--- config.mk ---
export PLATFORM = sky130hd
export DESIGN_NAME = debug_probe_ctrl
export DESIGN_NICKNAME = d
export VERILOG_FILES = /design/src/rtl/debug_probe_pkg.sv /design/src/rtl/debug_step_gen.sv /design/src/rtl/debug_probe_ctrl.sv
export SDC_FILE = /design/constraint.sdc
export NUM_CORES = 1
export LEC_CHECK = 0
export CAP_MARGIN = 20
export CORE_ASPECT_RATIO = 0.7
export CORE_UTILIZATION = 44
export CTS_CLUSTER_SIZE = 16
export DETAILED_ROUTE_END_ITERATION = 8
export PLACE_DENSITY = 0.86
export SLEW_MARGIN = 0
export SYNTH_ARGS = -nofsm -noshare
export SYNTH_HDL_FRONTEND = slang
export SYNTH_SLANG_ARGS = --single-unit
--- constraint.sdc ---
create_clock -name clk -period 3 [get_ports clk]
set_input_delay 0.3 -clock clk [delete_from_list [all_inputs] [get_ports clk]]
set_output_delay 0.3 -clock clk [all_outputs]
set_load 0.01 [all_outputs]
--- src/rtl/debug_probe_pkg.sv ---
// Shared types and widths for the debug probe controller and its step generator.
package debug_probe_pkg;

   localparam int DBG_ADDR_W = 7;
   localparam int DBG_DATA_W = 32;

   typedef enum logic [1:0] {
      OP_RUN  = 2'd0,
      OP_HALT = 2'd1,
      OP_STEP = 2'd2,
      OP_DUMP = 2'd3
   } op_e;

   typedef enum logic [2:0] {
      IDLE   = 3'd0,
      S_HI   = 3'd1,
      S_LO   = 3'd2,
      D_ADDR = 3'd3,
      D_OUT  = 3'd4
   } state_e;

endpackage

--- src/rtl/debug_step_gen.sv ---
// Generates count step pulses (STEP_HI cycles high, STEP_LO cycles low) on the core's step clock.
module debug_step_gen
   import debug_probe_pkg::*;
#(
   parameter int STEP_HI = 4,
   parameter int STEP_LO = 4
) (
   input  logic        clk,
   input  logic        rst,
   input  logic        start,
   input  logic [15:0] count,
   output logic        debug_step,
   output logic        phase_end,
   output logic        done
);

   localparam int PH_MAX = (STEP_HI > STEP_LO) ? STEP_HI : STEP_LO;
   localparam int PW     = (PH_MAX > 1) ? $clog2(PH_MAX) : 1;
   localparam logic [PW-1:0] HI_END = PW'(STEP_HI - 1);
   localparam logic [PW-1:0] LO_END = PW'(STEP_LO - 1);

   logic          step_r;
   logic [PW-1:0] phase_cnt_r;
   logic [15:0]   steps_r;

   // phase_end marks the final cycle of the current high or low phase; done is the final low phase
   assign phase_end  = (steps_r != 16'd0) && (step_r ? (phase_cnt_r == HI_END) : (phase_cnt_r == LO_END));
   assign done       = phase_end && !step_r && (steps_r == 16'd1);
   assign debug_step = step_r;

   // Phase counter and remaining-steps counter
   always_ff @(posedge clk) begin
      if (rst) begin
         step_r      <= 1'b0;
         phase_cnt_r <= '0;
         steps_r     <= 16'd0;
      end else if (start) begin
         step_r      <= (count != 16'd0);
         phase_cnt_r <= '0;
         steps_r     <= count;
      end else if (phase_end) begin
         phase_cnt_r <= '0;
         if (step_r) begin
            step_r <= 1'b0;
         end else begin
            steps_r <= steps_r - 16'd1;
            step_r  <= (steps_r != 16'd1);
         end
      end else if (steps_r != 16'd0) begin
         phase_cnt_r <= phase_cnt_r + PW'(1);
      end else begin
         phase_cnt_r <= phase_cnt_r;
      end
   end

endmodule

--- src/rtl/debug_probe_ctrl.sv ---
// Host-side debug port initiator: run/halt/step control of the core and a full debug-space dump stream.
module debug_probe_ctrl
   import debug_probe_pkg::*;
#(
   parameter int STEP_HI       = 4,
   parameter int STEP_LO       = 4,
   parameter int SETTLE        = 2,
   parameter int DUMP_WORDS    = 64,
   parameter int HALT_ON_RESET = 1
) (
   input  logic        clk,
   input  logic        rst,
   input  logic        cmd_valid,
   output logic        cmd_ready,
   input  logic [1:0]  cmd_op,
   input  logic [15:0] cmd_count,
   output logic        debug_en,
   output logic        debug_step,
   output logic [6:0]  debug_addr,
   input  logic [31:0] debug_data,
   output logic        out_valid,
   input  logic        out_ready,
   output logic [6:0]  out_addr,
   output logic [31:0] out_data,
   output logic        out_last,
   output logic        busy
);

   localparam int SW = (SETTLE > 1) ? $clog2(SETTLE) : 1;
   localparam logic [SW-1:0]         SETTLE_END = SW'(SETTLE - 1);
   localparam logic [DBG_ADDR_W-1:0] LAST_ADDR  = DBG_ADDR_W'(DUMP_WORDS - 1);

   state_e                  state_r, state_s;
   logic                    debug_en_r, debug_en_s;
   logic [DBG_ADDR_W-1:0]   debug_addr_r, debug_addr_s;
   logic                    out_valid_r, out_valid_s;
   logic [DBG_ADDR_W-1:0]   out_addr_r, out_addr_s;
   logic [DBG_DATA_W-1:0]   out_data_r, out_data_s;
   logic                    out_last_r, out_last_s;
   logic [SW-1:0]           settle_r, settle_s;
   logic                    busy_r;
   logic                    accept_s;
   logic                    step_start_s;
   logic                    step_phase_end_s;
   logic                    step_done_s;

   assign cmd_ready = (state_r == IDLE) && !rst;
   assign accept_s  = cmd_valid && cmd_ready;

   debug_step_gen #(
      .STEP_HI (STEP_HI),
      .STEP_LO (STEP_LO)
   ) u_step_gen (
      .clk        (clk),
      .rst        (rst),
      .start      (step_start_s),
      .count      (cmd_count),
      .debug_step (debug_step),
      .phase_end  (step_phase_end_s),
      .done       (step_done_s)
   );

   // Command decode, step phase tracking and dump sweep
   always_comb begin
      state_s      = state_r;
      debug_en_s   = debug_en_r;
      debug_addr_s = debug_addr_r;
      out_valid_s  = out_valid_r;
      out_addr_s   = out_addr_r;
      out_data_s   = out_data_r;
      out_last_s   = out_last_r;
      settle_s     = settle_r;
      step_start_s = 1'b0;
      case (state_r)
         IDLE: begin
            if (accept_s) begin
               case (op_e'(cmd_op))
                  OP_RUN:  debug_en_s = 1'b0;
                  OP_HALT: debug_en_s = 1'b1;
                  OP_STEP: begin
                     debug_en_s = 1'b1;
                     if (cmd_count != 16'd0) begin
                        step_start_s = 1'b1;
                        state_s      = S_HI;
                     end else begin
                        state_s = IDLE;
                     end
                  end
                  OP_DUMP: begin
                     debug_addr_s = 7'd0;
                     settle_s     = '0;
                     state_s      = D_ADDR;
                  end
                  default: state_s = IDLE;
               endcase
            end else begin
               state_s = IDLE;
            end
         end
         S_HI: begin
            if (step_phase_end_s) begin
               state_s = S_LO;
            end else begin
               state_s = S_HI;
            end
         end
         S_LO: begin
            if (step_done_s) begin
               state_s = IDLE;
            end else if (step_phase_end_s) begin
               state_s = S_HI;
            end else begin
               state_s = S_LO;
            end
         end
         // Capture once debug_data has had SETTLE cycles to follow debug_addr
         D_ADDR: begin
            if (settle_r == SETTLE_END) begin
               out_data_s  = debug_data;
               out_addr_s  = debug_addr_r;
               out_last_s  = (debug_addr_r == LAST_ADDR);
               out_valid_s = 1'b1;
               state_s     = D_OUT;
            end else begin
               settle_s = settle_r + SW'(1);
            end
         end
         D_OUT: begin
            if (out_ready) begin
               out_valid_s = 1'b0;
               if (out_last_r) begin
                  state_s = IDLE;
               end else begin
                  debug_addr_s = debug_addr_r + 7'd1;
                  settle_s     = '0;
                  state_s      = D_ADDR;
               end
            end else begin
               state_s = D_OUT;
            end
         end
         default: state_s = IDLE;
      endcase
   end

   // State and output registers; reset aborts any operation in progress
   always_ff @(posedge clk) begin
      if (rst) begin
         state_r      <= IDLE;
         debug_en_r   <= (HALT_ON_RESET != 0);
         debug_addr_r <= 7'd0;
         out_valid_r  <= 1'b0;
         out_addr_r   <= 7'd0;
         out_data_r   <= 32'd0;
         out_last_r   <= 1'b0;
         settle_r     <= '0;
         busy_r       <= 1'b0;
      end else begin
         state_r      <= state_s;
         debug_en_r   <= debug_en_s;
         debug_addr_r <= debug_addr_s;
         out_valid_r  <= out_valid_s;
         out_addr_r   <= out_addr_s;
         out_data_r   <= out_data_s;
         out_last_r   <= out_last_s;
         settle_r     <= settle_s;
         busy_r       <= (state_s != IDLE);
      end
   end

   assign debug_en   = debug_en_r;
   assign debug_addr = debug_addr_r;
   assign out_valid  = out_valid_r;
   assign out_addr   = out_addr_r;
   assign out_data   = out_data_r;
   assign out_last   = out_last_r;
   assign busy       = busy_r;

endmodule
==> impl_metrics.ini <==
[routing]
routed_via_density = 5.47
vias = 3238
wl_per_cell_um = 14.4
drt_iter0_drc = 162
first_pass_iters = 7
drtAntennaViolNets = 0
wl_um = 8540
drc_errors = 0

[pwr]
pwr-share-seq_pct = 44.1
sw_frac_of_total_pct = 28.4
leakage_uw = 0.00159
pwr-share-clk_pct = 35.7
p_sw_uw = 692
combinationalPowerShare_pct = 20.2
p_per_area_nw_per_um2 = 531
p_int_uw = 1750
ir_drop_uv = 321

[placement]
gp_congestion = 0.860
dpl_worst_slack_ns = 0.727
place.port_buffers = 105
dpl.hpwl_um = 6020

[sta]
final.setup_skew_ns = 0.0131
relSlewSlack_pct = 54.7
period_minus_slack_ns = 2.27
setup_tns_ns = 0
rsz0062_at_grt = false
setup_viol = 0
timing.final.ws_setup_ns = 0.727
worst_slew_pin_slew_ns = 0.679
max_clock_freq_ghz = 0.440
slew_viol_final = 0
hold_viol = 0
period_share_pct = 75.8

[clocking]
clock_sinks = 73
insertion_delay_ns = 0.35
clk_pin_slew_worst_paths_ns = 0.08
ctsHoldBuffers = 0
h-tree-depth = 3
cts.repair.resized = 0
cts_made_buffers = 9
cts_buffer_depth = 2
cts_tree = built
cts_root_buf = clkbuf_8
postCtsSetupRepairBufs = 0

[yosys]
post_synth_num_cell_types = 47
ys_warn_count = 0
synth_simple_gate_area_share_pct = 27.9
synth_top_family_by_area = simple AND/OR/NAND/NOR gates
synth-adder-area-share_pct = 2.68
synth-xor-area-share_pct = 4.29
synth-seq-cells = 73
synth-compound-area-share_pct = 15.9
syn-num-nets = 456
syn_inst = 395
synthMuxAreaShare_pct = 1.23
ys_seq_area_share_pct = 44.8
synth_edf_count = 0
synth_ff_type = dfxtp_1
async_flop_share_pct = 0
syn_area_um2 = 3260
syn_avg_cell_area_um2 = 8.26

[run]
drv_cap = 0

[critical_path]
critPathArrivalTime_ns = 2.48
end_kind = flip-flop
max_stage_delay_ns = 0.52
start_kind = flip-flop
critical_path_class = reg -> reg
cp_slowest_cell = o21ai_1
timing.critical_path.cells = nor4_4 > nand3_2 > o21ai_1 > or4_1 > xor2_1 > a211oi_2
worst_ep_required_time_ns = 3.20
critPathMaxFanout = 8

[global_route]
grt_max_degree = 66
grt_overflow = 0
grt_pass1_vias = 2846
grt_pass1_wl_um = 13400
antenna_found_initial = 0
track_usage_pct = 21.7

[floorplan]
die_h_um = 74.1
die_width_um = 105
core-area_um2 = 6940
die-area_um2 = 7770
io-pin-count = 106
initial_utilization_pct = 47.0
rows = 25

[cells_and_area]
drive_above_1_share_pct = 6.63
fin_nets = 554
nFillCells = 567
antenna_cells = 0
area_delta_synth_final_pct = 40.9

[status]
outcome = completed

[hold_path]
hp-class = in -> reg
==> routing by layer <==
metal | global-route usage [%] | part of all wire [%]
met5 | 0 | 0
met4 | 7.36 | 1.7
met3 | 7.36 | 7.7
met2 | 34.0 | 45
met1 | 28.5 | 46
==> flip-flops by register name, indices dropped and copies added (netlist names) <==
register	cells
out_addr	7
settle_r	1
debug_en	1
u_step_gen.steps_r	16
out_data	32
out_valid	1
debug_addr	7
state_r	3
u_step_gen.debug_step	1
u_step_gen.phase_cnt_r	2
busy	1
out_last	1
==> cells in the final DEF, fill, tap and decap left out, drive strengths merged, types with 9 or more instances in the layout <==
| master | count |
|---|---|
| nand3 | 11 |
| xor2 | 10 |
| nand2 | 87 |
| a21oi | 51 |
| nor4 | 9 |
| clkbuf | 10 |
| nor3 | 10 |
| a211oi | 15 |
| clkdlybuf4s50 | 104 |
| dfxtp | 73 |
| nor2 | 28 |
==> cell usage after synthesis (3+ instances only) <==
| cell type | number | area, um^2 |
|---|---|---|
| a211oi_1 | 14 | 105 |
| a21oi_1 | 49 | 245 |
| a311oi_1 | 3 | 26.3 |
| and3_1 | 4 | 25.0 |
| clkbuf_1 | 21 | 78.8 |
| dfxtp_1 | 73 | 1460 |
| ha_1 | 7 | 87.6 |
| inv_1 | 6 | 22.5 |
| mux2i_1 | 4 | 40.0 |
| nand2_1 | 87 | 327 |
| nand2b_1 | 4 | 25.0 |
| nand3_1 | 10 | 50.1 |
| nand3b_1 | 6 | 45.0 |
| nand4_1 | 5 | 31.3 |
| nor2_1 | 28 | 105 |
| nor2b_1 | 3 | 18.8 |
| nor3_1 | 9 | 45.0 |
| nor4_1 | 7 | 43.8 |
| o21ai_0 | 4 | 20.0 |
| or3_1 | 3 | 18.8 |
| or4_1 | 3 | 22.5 |
| xnor2_1 | 6 | 52.6 |
| xor2_1 | 10 | 87.6 |
==> through the flow <==
step                      total power (uW)  hold WS (ns)  instances  cell area, um^2  utilization, %
after global placement                1560         0.441        576             4370            63.0
after floorplan                       1400         0.436        395             3260               -
after detailed placement              1580         0.447        576             4370            63.0
after global routing                  2560         0.405        592             4600            66.2
final                                 2440         0.388        592             4600            66.2
after CTS                             2450         0.373        592             4600            66.2
==> area by class of cell <==
| class | instances | area (um^2) | area share [%] |
|---|---|---|---|
| multi-input cells | 294 | 1700 | 36.9 |
| flip-flops and latches | 73 | 1460 | 31.8 |
| repair buffers | 109 | 1080 | 23.4 |
| clock buffers | 10 | 138 | 2.99 |
| well taps | 94 | 118 | 2.56 |
| clock inverters | 6 | 87.6 | 1.90 |
| inverters | 6 | 22.5 | 0.490 |
==> cell families (layout without fill, tap and decap cells) <==
logic type,count (synthesis),after routing
compound gates,85,85
mux,4,4
flops,73,73
buf+inv,28,131
xor+xnor,16,16
simple gates,182,182
fa+ha+maj,7,7
==> critical path: cells and delay by family (launching register included) <==
kind	cells	cell delay, ns
compound gates	2	0.61
xor+xnor	1	0.18
flops	1	0.40
simple gates	3	0.94
==> power by group through the flow <==
stage          clock network [uW]  logic, uW  registers (uW)
5_1_grt                       932        543            1080
3_5_place_dp                    0        481            1100
3_3_place_gp                    0        468            1090
2_1_floorplan                   0        314            1080
6_report                      872        493            1080
4_1_cts                       890        486            1070
==> worst paths after layout <==
check	slack, ns	depth (start not counted)	start	endpoint
max reg2reg	0.73	6	u_step_gen.steps_r[2]	u_step_gen.steps_r[13]
max	0.73	6	u_step_gen.steps_r[2]	u_step_gen.steps_r[13]
min reg2reg	0.46	2	out_data[16]	out_data[16]
min	0.39	4	rst	debug_en
(Power assumes the default switching activity.)
